## config.mk

```make
export PLATFORM = sky130hd
export DESIGN_NAME = rf_access_arbiter
export DESIGN_NICKNAME = d
export VERILOG_FILES = /design/src/rtl/rf_access_arbiter.sv
export SDC_FILE = /design/constraint.sdc
export NUM_CORES = 1
export LEC_CHECK = 0
export ABC_AREA = 0
export CAP_MARGIN = 20
export CORE_UTILIZATION = 47
export CTS_BUF_LIST = sky130_fd_sc_hd__clkbuf_2 sky130_fd_sc_hd__clkbuf_4 sky130_fd_sc_hd__clkbuf_8
export DETAILED_ROUTE_END_ITERATION = 8
export PLACE_DENSITY = 0.87
export SKIP_CTS_REPAIR_TIMING = 1
export SLEW_MARGIN = 0
export SYNTH_ARGS = -nofsm -noshare
export SYNTH_HDL_FRONTEND = slang
export SYNTH_SLANG_ARGS = --single-unit
```

## constraint.sdc

```tcl
create_clock -name clk -period 5.9 [get_ports clk]
set_clock_uncertainty 0.1 [all_clocks]
set_input_delay 1.475 -clock clk [delete_from_list [all_inputs] [get_ports clk]]
set_output_delay 1.475 -clock clk [all_outputs]
set_load 0.02 [all_outputs]
```

## src/rtl/rf_access_arbiter.sv

```systemverilog
// Purpose: arbitrates two requesters onto the single read/write port pair of the 8x16 register file.
// Latency: read/write/reserved respond 1 cycle after grant; copy responds 2 cycles after grant.
// Backpressure: req_ready is a combinational grant; nothing is granted while a copy is in its write cycle.
module rf_access_arbiter #(
    parameter int DW = 16,
    parameter int AW = 3
) (
    input  logic              clk,
    input  logic              rst_n,
    input  logic [1:0]        req_valid,
    input  logic [3:0]        req_op,
    input  logic [2*AW-1:0]   req_ra,
    input  logic [2*AW-1:0]   req_wa,
    input  logic [2*DW-1:0]   req_wdata,
    output logic [1:0]        req_ready,
    output logic [1:0]        rsp_valid,
    output logic [DW-1:0]     rsp_rdata,
    output logic [AW-1:0]     rf_readnum,
    output logic [AW-1:0]     rf_writenum,
    output logic              rf_write,
    output logic [DW-1:0]     rf_data_in,
    input  logic [DW-1:0]     rf_data_out
);

    typedef enum logic {
        IDLE    = 1'b0,
        COPY_WR = 1'b1
    } state_t;

    localparam logic [1:0] OP_READ  = 2'b00;
    localparam logic [1:0] OP_WRITE = 2'b01;
    localparam logic [1:0] OP_COPY  = 2'b10;

    state_t          state;
    state_t          state_nxt;
    logic            rr_ptr;
    logic            owner;
    logic [AW-1:0]   wa_q;
    logic [DW-1:0]   hold;

    logic            gnt_any;
    logic            gnt;
    logic [1:0]      g_op;
    logic [AW-1:0]   g_ra;
    logic [AW-1:0]   g_wa;
    logic [DW-1:0]   g_wdata;
    logic [1:0]      g_onehot;

    // Fields of the granted requester (also of requester 0 when nothing is granted).
    assign g_op     = gnt ? req_op[3:2]          : req_op[1:0];
    assign g_ra     = gnt ? req_ra[2*AW-1:AW]    : req_ra[AW-1:0];
    assign g_wa     = gnt ? req_wa[2*AW-1:AW]    : req_wa[AW-1:0];
    assign g_wdata  = gnt ? req_wdata[2*DW-1:DW] : req_wdata[DW-1:0];
    assign g_onehot = gnt ? 2'b10 : 2'b01;

    // Round-robin grant; only in IDLE and never while reset is asserted.
    always_comb begin
        gnt_any = 1'b0;
        gnt     = 1'b0;
        if (rst_n && state == IDLE) begin
            case (req_valid)
                2'b01:   begin gnt_any = 1'b1; gnt = 1'b0;   end
                2'b10:   begin gnt_any = 1'b1; gnt = 1'b1;   end
                2'b11:   begin gnt_any = 1'b1; gnt = rr_ptr; end
                default: begin gnt_any = 1'b0; gnt = 1'b0;   end
            endcase
        end
    end

    // Next state plus the combinational handshake and register-file drive.
    always_comb begin
        state_nxt   = state;
        req_ready   = 2'b00;
        rf_readnum  = '0;
        rf_writenum = '0;
        rf_write    = 1'b0;
        rf_data_in  = '0;
        case (state)
            IDLE: begin
                if (gnt_any) begin
                    req_ready = g_onehot;
                    case (g_op)
                        OP_READ: rf_readnum = g_ra;
                        OP_WRITE: begin
                            rf_write    = 1'b1;
                            rf_writenum = g_wa;
                            rf_data_in  = g_wdata;
                        end
                        OP_COPY: begin
                            rf_readnum = g_ra;
                            state_nxt  = COPY_WR;
                        end
                        default: ;
                    endcase
                end
            end
            COPY_WR: begin
                // Reset arriving mid-copy must not corrupt the destination register.
                rf_write    = rst_n;
                rf_writenum = wa_q;
                rf_data_in  = hold;
                state_nxt   = IDLE;
            end
            default: state_nxt = IDLE;
        endcase
    end

    // State, arbitration pointer, copy capture registers and the response pulse.
    always_ff @(posedge clk) begin
        if (!rst_n) begin
            state     <= IDLE;
            rr_ptr    <= 1'b0;
            rsp_valid <= 2'b00;
            rsp_rdata <= '0;
            hold      <= '0;
            owner     <= 1'b0;
            wa_q      <= '0;
        end else begin
            state     <= state_nxt;
            rsp_valid <= 2'b00;
            if (state == IDLE && gnt_any) begin
                rr_ptr <= ~gnt;
                case (g_op)
                    OP_READ: begin
                        rsp_valid <= g_onehot;
                        rsp_rdata <= rf_data_out;
                    end
                    OP_WRITE: begin
                        rsp_valid <= g_onehot;
                        rsp_rdata <= g_wdata;
                    end
                    OP_COPY: begin
                        hold  <= rf_data_out;
                        wa_q  <= g_wa;
                        owner <= gnt;
                    end
                    default: begin
                        rsp_valid <= g_onehot;
                        rsp_rdata <= '0;
                    end
                endcase
            end else if (state == COPY_WR) begin
                rsp_valid <= owner ? 2'b10 : 2'b01;
                rsp_rdata <= hold;
            end
        end
    end

endmodule
```

### Word-level counts from Yosys, hierarchy flattened

Index checks and enable logic that the tools add are counted.

| storage, ports and cells | value |
|---|---|
| register bits | 40 |
| output and inout port bits | 43 |

| cells by class | value |
|---|---|
| equality and inequality tests | 6 |
| mux-type cells | 33 |
| bitwise gates (word level) | 2 |
| reductions and logical operators | 8 |

Operator list:

| operator | count |
|---|---|
| 2-to-1 mux 16 bit | 5 |
| one-hot mux 16 bit (3 select lines) | 1 |
| one-hot mux 16 bit (2 select lines) | 1 |
| 2-to-1 mux 3 bit | 7 |
| 2-to-1 mux 2 bit | 8 |
| 2-to-1 mux 1 bit | 7 |
| == test 2 bit (second input constant) | 3 |
| one-hot mux 1 bit (2 select lines) | 3 |
| one-hot mux 3 bit (2 select lines) | 1 |
| == test 2 x 1 -> 1 bit (second input constant) | 2 |
| AND reduction 2 bit | 2 |
| OR reduction 3 bit | 1 |
| logical AND 1 bit | 2 |
| logical NOT 2 bit | 1 |
| inequality test 2 bit (second input constant) | 1 |
| inverter 1 bit | 2 |
| nonzero test 2 bit | 1 |
| OR reduction 2 bit | 1 |

### Logic depth before layout (Yosys ltp)

| depth | value |
|---|---|
| word-level depth | 9 |
| depth in mapped cells | 8 |
| gate-level depth less buffers | 5 |

### Least setup slack after synthesis

No wires, ideal clock.

| timing | value |
|---|---|
| path type | input -> output |
| from | in rst_n |
| to | out rf_readnum[1] |
| arrival time | 2.734 ns |
| data required time | 4.325 ns |
| path slack | 1.591 ns |
| stages | 7 |
| path buffers | 2 |
| cells stage by stage | and2b_4 -> nand3_2 -> buf_2 -> buf_2 -> inv_1 -> nand3b_1 -> a21oi_1 |

| between the ends | value |
|---|---|
| longest elaborated chain between the ends | 8 |
| elaborated cells on any way between the ends | 11 |

RTL lines:

| what | RTL line | text |
|---|---|---|
| start, declared | 9 | `input logic rst_n,` |
| logical AND 1 bit * | 60 | `if (rst_n && state == IDLE) begin` |
| 2-to-1 mux 1 bit | 60 |  |
| 2-to-1 mux 2 bit | 50 | `assign g_op = gnt ? req_op[3:2] : req_op[1:0];` |
| == test 2 bit or logical NOT 2 bit (tied branches) | 82 | `case (g_op)` |
| OR reduction 2 bit (no source line) | - |  |
| 2-to-1 mux 3 bit | 82 |  |
| 2-to-1 mux 3 bit * | 80 | `if (gnt_any) begin` |
| 2-to-1 mux 3 bit * | 78 | `case (state)` |
| end, declared | 18 | `output logic [AW-1:0] rf_readnum,` |

Every way passes the cells marked *; elsewhere a longest branch is shown, timed or not.

### Final worst setup path

| timing | value |
|---|---|
| from | in req_valid[1] |
| to | out rf_data_in[3] |

| between the ends | value |
|---|---|
| longest elaborated chain between the ends | 8 |
| elaborated cells on any way between the ends | 14 |

RTL lines:

| what | RTL line | text |
|---|---|---|
| start, declared | 10 | `input logic [1:0] req_valid,` |
| == test 2 bit | 61 | `case (req_valid)` |
| one-hot mux 1 bit (2 select lines) | 61 |  |
| 2-to-1 mux 1 bit | 60 |  |
| 2-to-1 mux 2 bit | 50 |  |
| == test 2 x 1 -> 1 bit | 82 |  |
| 2-to-1 mux 16 bit | 82 |  |
| 2-to-1 mux 16 bit * | 80 |  |
| one-hot mux 16 bit (2 select lines) * | 78 |  |
| end, declared | 21 | `output logic [DW-1:0] rf_data_in,` |

Marks and branches as above.

==> reports/summary.txt <==
outcome -> complete, no violations
DR vias -> 2872
Crit Path Class -> input port to output port
cell repeated most along the worst path -> clkdlybuf4s50_1
max-slew violation count -> 0
final wirelength -> 8750 µm
FP Rows -> 27
clk_lat worst skew -> 290 ps
Hold Path Class -> register to register
Max clock buf depth -> 2
crit path capture type -> output port
Root Buffer -> clkbuf_8
IO Pins -> 111
Synth Warn # -> 0
r2r worst-path depth -> 7
Synth area leaders -> dfxtp_1 30%, mux2i_1 19%, nand2_1 4.8%
Mean Syn Cell Area -> 8.71 µm²
hold depth -> 2
count of final setup violators -> 0
Post-Route Setup TNS -> 0 ps
Mapped Nets -> 374
total chip power -> 0.745 mW
DIE AREA -> 5980 µm²
share of layout cells above drive strength 1 -> 11.3%
register area share after synthesis -> 30.0%
EDFF count, synth -> 0
Netlist cell types -> 40
drt via density -> 6.00
hold-critical path endpoint -> rsp_valid[1]
Worst Tran Pin Value -> 1020 ps
Max Fclk -> 0.179 GHz
Worst setup SP type -> input port
final worst slack -> 308 ps
Reg2Reg Setup Slack -> 3200 ps
DP HPWL -> 6230 µm
Final Cycle Share -> 94.8%
Die X -> 77.3 µm
slew margin rel. -> 31.7%
Area Overhead vs Synth -> 45.5%
r2r startpoint -> state
post-synth top area share -> 30.0%
Final nets -> 474
cts bufs inserted -> 5
drt pass-1 iters -> 5
count leader, synth -> mux2i_1
main flop type after synthesis -> dfxtp_1
TritonCTS clock tree -> yes
Fin. Hold Viols -> 0
GRT Total Usage -> 28.8%
largest area contributor in the netlist -> dfxtp_1
r2r endpoint -> hold[5]
HP Start -> owner
leakage -> 1.63 nW
slowest stage cell, crit path -> o21ai_2
final core occ -> 70.9%
RSZ-0062 raised after global routing -> no
worst-path fanout max -> 13
DRT antenna net count -> 0
CP Cell Sequence -> clkdlybuf4s50_1, a21oi_1, buf_4, o21ai_2, o22ai_1, clkdlybuf4s50_1
first-pass GRT wire length -> 13700 µm
Post-Place Worst Slack -> 423 ps
# fillers -> 412
Port Buffers -> 110
DR DRC count -> 0
clock sink total -> 40
synth cell count leaders -> 50 x mux2i_1, 40 x dfxtp_1, 34 x nand2_1
mean routed wirelength per cell -> 18.3 µm
Synth Register Bits -> 40
htree depth -> 2
grt ovf -> 0
RD Place Congestion -> 0.861
mapped cell area -> 2670 µm²
initial antenna violation count -> 0
Worst path max stage delay -> 700 ps
Post-Synthesis Cells -> 306
Antenna Diode Count -> 0
Worst Path Arrival -> 4020 ps
power per cell area -> 192 nW/µm²
DR iter-0 viols -> 211
minimum clock period -> 5590 ps
initial core utilization -> 48.7%
Max Cap Viol -> 0
asr flop ratio synth -> 0%
worst path required time -> 4320 ps
vias in the first global route -> 2790
Core ar. -> 5470 µm²
Die Ht -> 77.3 µm
Max IR drop VDD -> 0.160 mV
pin count of the biggest net entering global routing -> 40
register clock-pin slew on the reported worst setup and hold paths -> 80 ps
-- worst max-delay path, delay by kind of cell --
| kind | cells | cell delay [ps] |
|---|---|---|
| AO/OA/AOI/OAI | 3 | 1070 |
| buffers and inverters | 3 | 1470 |
-- routing by layer --
layer  track usage (%)  up-vias  wire [µm]
met5                 0        -          0
met1              36.4     1385       3750
met2              47.8      145       4170
li1                  -     1309          -
met4              12.5        0        330
met3              4.64       33        497
-- through the flow --
step	cell area [µm²]	cells	hold WS, ps
global route	3880	479	448
detailed placement	3780	471	388
floorplan	2670	306	344
global placement	3780	471	373
finish	3880	479	412
CTS	3880	479	411
-- power breakdown --
part | switching, mW | total, mW | leakage (nW) | internal [mW]
registers | 0.0113 | 0.300 | 0.327 | 0.289
clock network | 0.0935 | 0.198 | 0.0523 | 0.105
logic | 0.122 | 0.246 | 1.25 | 0.125
-- registers in the layout (all words and copies together) (netlist names) --
| register | flops |
|---|---|
| state | 1 |
| hold | 16 |
| rr_ptr | 1 |
| rsp_rdata | 16 |
| rsp_valid | 2 |
| owner | 1 |
| wa_q | 3 |
-- kinds of logic after synthesis --
group	count (synthesis)	share of synthesized area [%]
multiplexers	50	18.8
AO/OA/AOI/OAI	82	24.0
AND/OR/NAND/NOR	92	19.1
flip-flops	40	30.0
buffers and inverters	42	8.07
-- worst max path at each step --
| stage | from | endpoint | slack [ps] |
|---|---|---|---|
| after global placement | req_valid[1] | rf_data_in[15] | 500 |
| after detailed placement | req_valid[1] | rf_data_in[15] | 420 |
| after global routing | req_valid[1] | rf_data_in[3] | 260 |
| after CTS | req_valid[1] | rf_data_in[15] | 340 |
| after floorplan | rst_n | rf_readnum[1] | 1590 |
| final | req_valid[1] | rf_data_in[3] | 310 |
-- placed cells by master (no fill, tap or decap), drive strengths merged --
cell type | Yosys | final
a21boi | 1 | 1
a21oi | 24 | 24
a2bb2oi | 7 | 7
a31oi | 9 | 9
a32oi | 6 | 6
and2 | 3 | 3
and2b | 1 | 1
and3 | 1 | 1
and4 | 1 | 1
buf | 17 | 10
clkbuf | 10 | 8
clkdlybuf4s50 | 0 | 110
dfxtp | 40 | 40
inv | 15 | 15
mux2i | 50 | 50
nand2 | 34 | 34
nand2b | 2 | 2
nand3 | 3 | 3
nand3b | 6 | 6
nor2 | 11 | 11
nor2b | 19 | 19
nor3 | 1 | 1
nor3b | 1 | 1
o211a | 1 | 1
o21a | 1 | 1
o21ai | 10 | 10
o221a | 9 | 9
o22ai | 12 | 12
o31ai | 2 | 2
or3 | 9 | 9
-- cell type report --
class / instances / area, µm² / share of cell area [%]
Multi-Input combinational cell: 224 / 1660 / 42.7
Timing Repair Buffer: 120 / 1180 / 30.3
Sequential cell: 40 / 801 / 20.6
Clock buffer: 8 / 97.6 / 2.52
Tap cell: 72 / 90.1 / 2.32
Inverter: 15 / 56.3 / 1.45
Note: power is estimated with default switching activity, not from simulation.
==> RTL edit: new RTL, same flow settings <==
The parameter `AW` goes from 3 to 4.
--- a/src/rtl/rf_access_arbiter.sv
+++ b/src/rtl/rf_access_arbiter.sv
@@ -5,3 +5,3 @@
     parameter int DW = 16,
-    parameter int AW = 3
+    parameter int AW = 4
 ) (
Ports: changed (resized req_ra, req_wa, rf_readnum and rf_writenum); port bits go from 111 to 117. The function was not compared with the original's and may differ.
==> RTL edit against the original RTL <==
  * First-iteration DRC count up 52%
  * Die area down 3.2%
  * Synthesized cell count up 3.9%
  * Area after synthesis down 3.3%
  * Setup slack worse by 0.044 ns
  * Combinational power down 7%
  * Non-clock buffer count up 6
  * Cell area down 0.13%
  * Power up 3.8%
  * Register-to-register slack better by 0.17 ns
  * Final cell count up 2.7%
  * Sequential cell count up 1
  * Via count up 7.6%
  * Routed wire length up 2.7%
  * Critical endpoint is now rf_writenum[2]
  * Largest cell class unchanged
  * Largest power group unchanged
==> RTL edit: results (changes against the original RTL) <==
metric	value	unit	change
status	complete, no violations		unchanged
drt_iter0_drc	321		was 211
regToRegSetupSlack	3.37	ns	was 3.20 ns
synth_fp_nets	390		was 374
place_area	3750	um2	was 3780 um2
synth_common_cells	dfxtp_1 (41), mux2i_1 (32), nand3_1 (27), nor2_1 (25)		was mux2i_1 (50), dfxtp_1 (40), nand2_1 (34), a21oi_1 (24), nor2b_1 (18)
post_drt_via_cell_ratio	6.28		was 6.00
power.leakage	1.44	nW	was 1.63 nW
dr_total_vias	3091		was 2,872
dp_cells	484		was 471
synthDistinctLibCells	43		was 40
gp_congestion	0.946		was 0.861
grt_pass1_wl	14600	um	was 13,700 um
grt_max_degree	37		was 40
maxSlewHeadroom	0.362		was 0.317
wl_per_cell	18.3	um	about the same
stdcell_area	3870	um2	was 3880 um2
cp_slowest_cell	clkdlybuf4s50_1		was o21ai_2
layout-drive-gt1-share	0.0735		was 0.113
grt_pass1_vias	2911		was 2,790
min_period	5.64	ns	was 5.59 ns
fill_cells	411		was 412
pre_cts_ws	0.301	ns	was 0.423 ns
synthTopCellsByArea	dfxtp_1 (32%), mux2i_1 (12%), nand3_1 (5.2%), a31oi_1 (3.6%), nor2_1 (3.6%)		was dfxtp_1 (30%), mux2i_1 (19%), nand2_1 (4.8%), a21oi_1 (4.5%), nor2b_1 (4.2%)
globalRouteTotalUtil	0.308		was 0.288
avgSynthCellArea	8.10	um2	was 8.71 um2
==> RTL edit: where the power goes <==
| part | switching [mW] | internal (mW) |
|---|---|---|
| Clock | 0.0976 | 0.143 |
| Combinational | 0.114 | 0.114 |
| Sequential | 0.0107 | 0.294 |
| Total | 0.222 | 0.551 |
==> RTL edit: worst min-delay path, cell delays in order, from the launching register on <==
cell and delay (ns):
dfxtp_1 0.34, mux2i_1 0.07, nor2_1 0.07
==> RTL edit: layout make-up <==
| type | count | share of cell area |
|---|---|---|
| inverter | 15 | 0.0145 |
| tap | 70 | 0.0226 |
| timing repair buffer | 126 | 0.319 |
| sequential | 41 | 0.212 |
| clock buffer | 7 | 0.0233 |
| multi-input combinational | 232 | 0.401 |
| clock inverter | 1 | 0.00775 |
==> RTL edit: worst max path at each step <==
stage / slack, ns / cells past startpoint / start / end
final: 0.26 / 7 / rst_n / rf_writenum[2]
after global routing: 0.13 / 7 / rst_n / rf_writenum[0]
after CTS: 0.27 / 7 / rst_n / rf_writenum[2]
after detailed placement: 0.30 / 7 / rst_n / rf_writenum[0]
after global placement: 0.46 / 7 / rst_n / rf_data_in[8]
after floorplan: 1.46 / 7 / rst_n / rf_data_in[10]
==> RTL edit: logic make-up (layout without fill, tap and decap cells) <==
kind of cell	after synthesis	in the layout	share of synthesized area
multiplexers	33	33	0.129
AND/OR/NAND/NOR	102	102	0.205
buffers and inverters	45	149	0.0806
flip-flops	41	41	0.319
AO/OA/AOI/OAI	97	97	0.267
==> RTL edit: layer usage <==
metal / vias up / track usage / share of wire
met5: - / 0 / 0
met4: 0 / 0.133 / 0.030
met3: 35 / 0.0467 / 0.082
met2: 202 / 0.507 / 0.47
met1: 1458 / 0.400 / 0.42
li1: 1396 / - / -
